`config.mk`:
```
export PLATFORM = sky130hd
export DESIGN_NAME = int_replay_window_unit
export DESIGN_NICKNAME = d
export VERILOG_FILES = /design/src/rtl/int_replay_window_unit.sv
export SDC_FILE = /design/constraint.sdc
export NUM_CORES = 1
export LEC_CHECK = 0
export CORE_ASPECT_RATIO = 0.6
export CORE_MARGIN = 1.5
export CORE_UTILIZATION = 35
export DETAILED_ROUTE_END_ITERATION = 16
export SYNTH_ARGS = -nofsm -noshare
export SYNTH_HDL_FRONTEND = slang
export SYNTH_SLANG_ARGS = --single-unit
```
`constraint.sdc`:
```
create_clock -name clk -period 11.35 [get_ports clk]
set_input_delay 1.135 -clock clk [delete_from_list [all_inputs] [get_ports clk]]
set_output_delay 1.135 -clock clk [all_outputs]
set_load 0.01 [all_outputs]
```
`src/rtl/int_replay_window_unit.sv`:
```
// Replay shadow window for the integer issue stage: records issued ops for DEPTH cycles
// and replays ops younger than a mis-speculated load, oldest stage first.
module int_replay_window_unit #(
    parameter int ISSUE_W = 2,
    parameter int DEPTH   = 2,
    parameter int PACK_W  = 96,
    parameter int TAG_W   = 6,
    parameter int TAG_LSB = 0
) (
    input  logic                               clk,
    input  logic                               rst,
    input  logic [TAG_W-1:0]                   commit_tag,
    input  logic                               hold,
    input  logic                               flush_valid,
    input  logic [TAG_W-1:0]                   flush_tag,
    input  logic                               replay_req,
    input  logic [TAG_W-1:0]                   replay_tag,
    input  logic [ISSUE_W-1:0]                 issue_valid,
    input  logic [ISSUE_W*PACK_W-1:0]          issue_pack,
    output logic                               replay_active,
    output logic [ISSUE_W-1:0]                 replay_valid,
    output logic [ISSUE_W*PACK_W-1:0]          replay_pack,
    output logic [$clog2(ISSUE_W*DEPTH+1)-1:0] occupancy,
    output logic                               replay_overrun,
    output logic [15:0]                        replay_events
);

    localparam int SEL_W = $clog2(DEPTH);
    localparam int OCC_W = $clog2(ISSUE_W*DEPTH+1);

    typedef enum logic {IDLE, REPLAY} state_t;

    state_t             state_q, state_d;
    logic [ISSUE_W-1:0] valid_q [DEPTH];
    logic [ISSUE_W-1:0] valid_d [DEPTH];
    logic [ISSUE_W-1:0] mark_q  [DEPTH];
    logic [ISSUE_W-1:0] mark_d  [DEPTH];
    logic [PACK_W-1:0]  pack_q  [DEPTH][ISSUE_W];
    logic [PACK_W-1:0]  pack_d  [DEPTH][ISSUE_W];
    logic [15:0]        events_q, events_d;
    logic               overrun_q, overrun_d;
    logic [SEL_W-1:0]   sel_stage;
    logic               sel_any;
    logic               marks_left;

    // Modular age relative to the ROB head: larger age means younger op.
    function automatic logic is_younger(input logic [TAG_W-1:0] a, input logic [TAG_W-1:0] b,
                                        input logic [TAG_W-1:0] ref_tag);
        logic [TAG_W-1:0] age_a;
        logic [TAG_W-1:0] age_b;
        age_a = a - ref_tag;
        age_b = b - ref_tag;
        return age_a > age_b;
    endfunction

    function automatic logic [15:0] sat_inc16(input logic [15:0] v);
        return (v == 16'hFFFF) ? v : v + 16'd1;
    endfunction

    // Oldest stage still holding marked entries; ascending scan so the highest index wins.
    always_comb begin
        sel_stage = '0;
        sel_any   = 1'b0;
        for (int k = 0; k < DEPTH; k++) begin
            if (|mark_q[k]) begin
                sel_stage = SEL_W'(k);
                sel_any   = 1'b1;
            end
        end
    end

    always_comb begin
        state_d    = state_q;
        valid_d    = valid_q;
        mark_d     = mark_q;
        pack_d     = pack_q;
        events_d   = events_q;
        overrun_d  = 1'b0;
        marks_left = 1'b0;

        if (state_q == IDLE) begin
            for (int k = 0; k < DEPTH; k++) mark_d[k] = '0;
            // A replay request captures the current issue lanes even under hold.
            if (!hold || replay_req) begin
                for (int k = DEPTH-1; k > 0; k--) begin
                    valid_d[k] = valid_q[k-1];
                    pack_d[k]  = pack_q[k-1];
                end
                valid_d[0] = issue_valid;
                for (int i = 0; i < ISSUE_W; i++) pack_d[0][i] = issue_pack[i*PACK_W +: PACK_W];
            end
        end else begin
            overrun_d = replay_req;
            if (!hold && sel_any) begin
                valid_d[sel_stage] = '0;
                mark_d[sel_stage]  = '0;
            end
        end

        // Branch kill precedes replay marking so only survivors can be replayed.
        if (flush_valid) begin
            for (int k = 0; k < DEPTH; k++) begin
                for (int i = 0; i < ISSUE_W; i++) begin
                    if (is_younger(pack_d[k][i][TAG_LSB +: TAG_W], flush_tag, commit_tag)) begin
                        valid_d[k][i] = 1'b0;
                        mark_d[k][i]  = 1'b0;
                    end
                end
            end
        end

        if (state_q == IDLE && replay_req) begin
            events_d = sat_inc16(events_q);
            for (int k = 0; k < DEPTH; k++) begin
                for (int i = 0; i < ISSUE_W; i++) begin
                    mark_d[k][i] = valid_d[k][i] &&
                                   is_younger(pack_d[k][i][TAG_LSB +: TAG_W], replay_tag, commit_tag);
                end
            end
            valid_d = mark_d;
        end

        for (int k = 0; k < DEPTH; k++) marks_left = marks_left | (|mark_d[k]);
        state_d = marks_left ? REPLAY : IDLE;
    end

    always_ff @(posedge clk or posedge rst) begin
        if (rst) begin
            state_q   <= IDLE;
            events_q  <= '0;
            overrun_q <= 1'b0;
            for (int k = 0; k < DEPTH; k++) begin
                valid_q[k] <= '0;
                mark_q[k]  <= '0;
            end
        end else begin
            state_q   <= state_d;
            events_q  <= events_d;
            overrun_q <= overrun_d;
            valid_q   <= valid_d;
            mark_q    <= mark_d;
        end
    end

    // Pack payloads are qualified by valid/mark, so they carry no reset.
    always_ff @(posedge clk) begin
        pack_q <= pack_d;
    end

    assign replay_active  = (state_q == REPLAY);
    assign replay_overrun = overrun_q;
    assign replay_events  = events_q;

    always_comb begin
        replay_valid = '0;
        replay_pack  = '0;
        if (replay_active) begin
            replay_valid = mark_q[sel_stage];
            for (int i = 0; i < ISSUE_W; i++) replay_pack[i*PACK_W +: PACK_W] = pack_q[sel_stage][i];
        end
    end

    always_comb begin
        occupancy = '0;
        for (int k = 0; k < DEPTH; k++) begin
            for (int i = 0; i < ISSUE_W; i++) occupancy = occupancy + OCC_W'(valid_q[k][i]);
        end
    end

endmodule
```
==> reports/metrics.cfg <==
[run_status]
status=completed

[floorplanning]
die_h_microns=178
die-area_sq_um=52400
core_area_sq_um=49800
initial_core_util=0.358
row_count=63
die_w_microns=294
boundaryPins=432

[hold_path]
hold_path.class=reg -> reg
whs_path_depth=0

[synth]
synthAdderAreaFrac=0.0639
synth-edff-count=360
synth.distinct_cells=58
ys_seq_elements=410
syn_inst=1457
syn_area_sq_um=17800
synth_fp_nets=1760
syn_area_per_cell_sq_um=12.2
synth-simple-area-share=0.112
synth_warnings=0
ys.flop_type=edfxtp_1
synthXorXnorAreaFrac=0.0222
synth_top_family_by_area=simple AND/OR/NAND/NOR gates
yosysSeqAreaShare=0.669
synth.area.mux_share=0.0161
ys_async_sr_fraction=0.0634
synth_compound_area_frac=0.0909

[drt]
dr.first_iter.drc_count=847
dr.pass1.iters=4
viasPerCell=4.88
drt_drc_violations_left=0
ant_nets=0
drt_wl_total_microns=50200
wire_per_inst_microns=19.4
vias=12600

[timing]
rsz0062_at_grt=false
fmax_ghz=0.162
setup_viol=0
setup_slack_ns=5.19
hold_viol=0
hold-worst-slack_ns=0.446
period_minus_slack_ns=6.16
slew_headroom=0.228
drv_slew=0
fin_skew_ns=0.0163
post-route-period-util=0.543
setup_tns_ns=0
tightest_slew_ns=1.16

[pwr]
power.density_nw_per_um2=237
seq_power_share=0.392
internal_power_mw=3.68
ir_worst_vdd_v=0.000134
power_frac_comb=0.385
power.share.switching=0.354
p_leak_nw=9.14
p_clk_frac=0.223
p_switching_mw=2.02

[global_route]
busiest_layer=met2
gr-usage-met1=0.270
grt_pass1_wl_microns=74500
grt.overflow.total=0
grt_max_degree=170
antenna_found_initial=4
grtUsageMet3=0.0556
grtUsageMet2=0.272
grt_usage=0.186
grt_pass1_vias=12400

[run]
cap_violations=0

[critical_path]
worstPathMaxFanout=47
r2r_cells=17
cpMaxStageDelayCell=buf_4
crit_path_frequent_cell=a21oi_1
critPathRequiredTime_ns=11.76
cpPeakStageDelay_ns=0.66
end_kind=register
worstSetupStartpointType=primary input
path_cells=clkdlybuf4s50_1, and2b_1, nor2_4, buf_4, mux2_2, ha_1, nor2b_1, o21ai_0, nand2b_1, a21o_1, a21oi_1, xor3_1, ha_1, a2111oi_0, a21oi_1, nand3_1, a21oi_1, nor3_1, o21ai_1
critical_path_class=in -> reg
arrival_ns=6.57

[placement]
port_buffers=431
gp_congestion=0.935
place_inst=2511
dp_slack_ns=4.80
hpwl_microns=34500

[clock_tree]
cts-root-buf=clkbuf_16
cts_tree=done
cts_made_buffers=41
clock_sinks=410
insertion_delay_ns=0.54
path_clk_slew_ns=0.07
h-tree-depth=2
post_cts_buffers=0
ctsHoldBuffers=0
postCtsResizedCells=0
cts_max_path_buffers=3

[layout]
area_growth_pct=34.9
nNetsFinal=2175
nFillCells=4424
final_layout_size_suffix_gt1_frac=0.0510
fin_cells=2585

## logic make-up after synthesis
| logic type | Yosys count |
|---|---|
| flip-flops | 410 |
| AO/OA/AOI/OAI | 293 |
| multiplexers | 26 |
| adder cells (fa/ha/maj) | 87 |
| buffers and inverters | 116 |
| AND/OR/NAND/NOR | 487 |
| XOR/XNOR | 38 |
## flip-flops by register name, summed over array words and instances (netlist names)
register and count:
pack_q 384, replay_events 16, mark_q 4, valid_q 4, replay_active 1, replay_overrun 1
## cells in the mapped netlist (all sizes together) (2+ instances only)
library cell  number  area (sq um)
a2111oi            3          26.3
a211oi             3          22.5
a21o              16           120
a21oi            228          1140
and2               3          18.8
and3               3          18.8
and4               3          26.3
buf                6          45.0
clkbuf            65           244
dfrtp             26           651
dfxtp             24           480
edfxtp           360         10800
fa                 7           140
ha                79           988
inv               45           169
mux2              21           236
mux2i              5          50.1
nand2            401          1510
nand2b             6          37.5
nand3             15          75.1
nand4              9          56.3
nor2              19          78.8
nor2b             15          93.8
nor3               3          15.0
o211ai             5          37.5
o21a               8          60.1
o21ai             10          50.0
o21bai             4          30.0
o221ai             2          17.5
o22ai              2          12.5
o31ai              2          15.0
or2                5          31.3
xnor2             23           201
xor2              12           124
xor3               3          71.3
## metrics by stage
| stage | utilization | area, sq um | power, mW |
|---|---|---|---|
| 2_1_floorplan | - | 17800 | 3.57 |
| 3_3_place_gp | 0.458 | 22800 | 4.42 |
| 3_5_place_dp | 0.458 | 22800 | 4.47 |
| 4_1_cts | 0.483 | 24100 | 5.76 |
| 5_1_grt | 0.483 | 24100 | 6.08 |
| 6_report | 0.483 | 24100 | 5.70 |
## power by group through the flow
stage | clock [mW] | combinational (mW) | sequential, mW
2_1_floorplan | 0 | 1.31 | 2.27
3_3_place_gp | 0 | 2.17 | 2.25
3_5_place_dp | 0 | 2.20 | 2.27
4_1_cts | 1.31 | 2.21 | 2.24
5_1_grt | 1.37 | 2.43 | 2.27
6_report | 1.27 | 2.20 | 2.24
## worst paths after layout
| check | slack [ns] | startpoint | endpoint |
|---|---|---|---|
| worst max-delay path | 5.19 | hold | replay_active |
| worst min-delay path | 0.45 | pack_q[317] | pack_q[125] |
| worst max register to register | 5.94 | replay_active | replay_active |
| worst min register to register | 0.45 | pack_q[317] | pack_q[125] |
| max in group asynchronous | 9.45 | rst | replay_events[5] |
| min in group asynchronous | 1.20 | rst | mark_q[2] |
## per-layer routing
metal | up-vias | wire length [microns]
li1 | 5996 | -
met5 | - | 25
met2 | 397 | 21700
met4 | 4 | 1060
met3 | 73 | 4130
met1 | 6154 | 23400
## cell type report
class | count | area [sq um] | area share
Antenna cell | 2 | 5.00 | 0.000208
Clock buffer | 57 | 1140 | 0.0473
Clock inverter | 15 | 83.8 | 0.00348
Inverter | 45 | 174 | 0.00723
Multi-Input combinational cell | 931 | 5450 | 0.226
Sequential cell | 410 | 11900 | 0.496
Tap cell | 682 | 853 | 0.0355
Timing Repair Buffer | 443 | 4420 | 0.184
## layout by cell type, fill, tap and decap left out, types with 4 or more instances in the layout
master	count
nand2b_1	6
inv_1	44
ha_1	79
buf_4	11
mux2_2	21
mux2i_1	5
xnor2_1	23
o21ai_0	9
dfxtp_1	24
o21a_1	8
clkdlybuf4s50_1	431
clkbuf_1	12
nand4_1	9
fa_1	7
nor2_1	17
clkinv_1	7
or2_2	4
dfrtp_1	26
nor2b_1	15
o211ai_1	5
clkbuf_16	42
o21bai_1	4
a21oi_1	228
nand2_1	401
a21o_1	16
clkinv_2	6
xor2_1	11
nand3_1	15
edfxtp_1	360
## critical path: cells and delay by family
kind | cells | cell delay [ns]
mux | 1 | 0.45
fa+ha+maj | 2 | 0.50
simple gates | 6 | 1.60
xor+xnor | 1 | 0.29
compound gates | 7 | 1.31
buf+inv | 2 | 1.23
No activity file was read; power rests on OpenSTA's default activity.
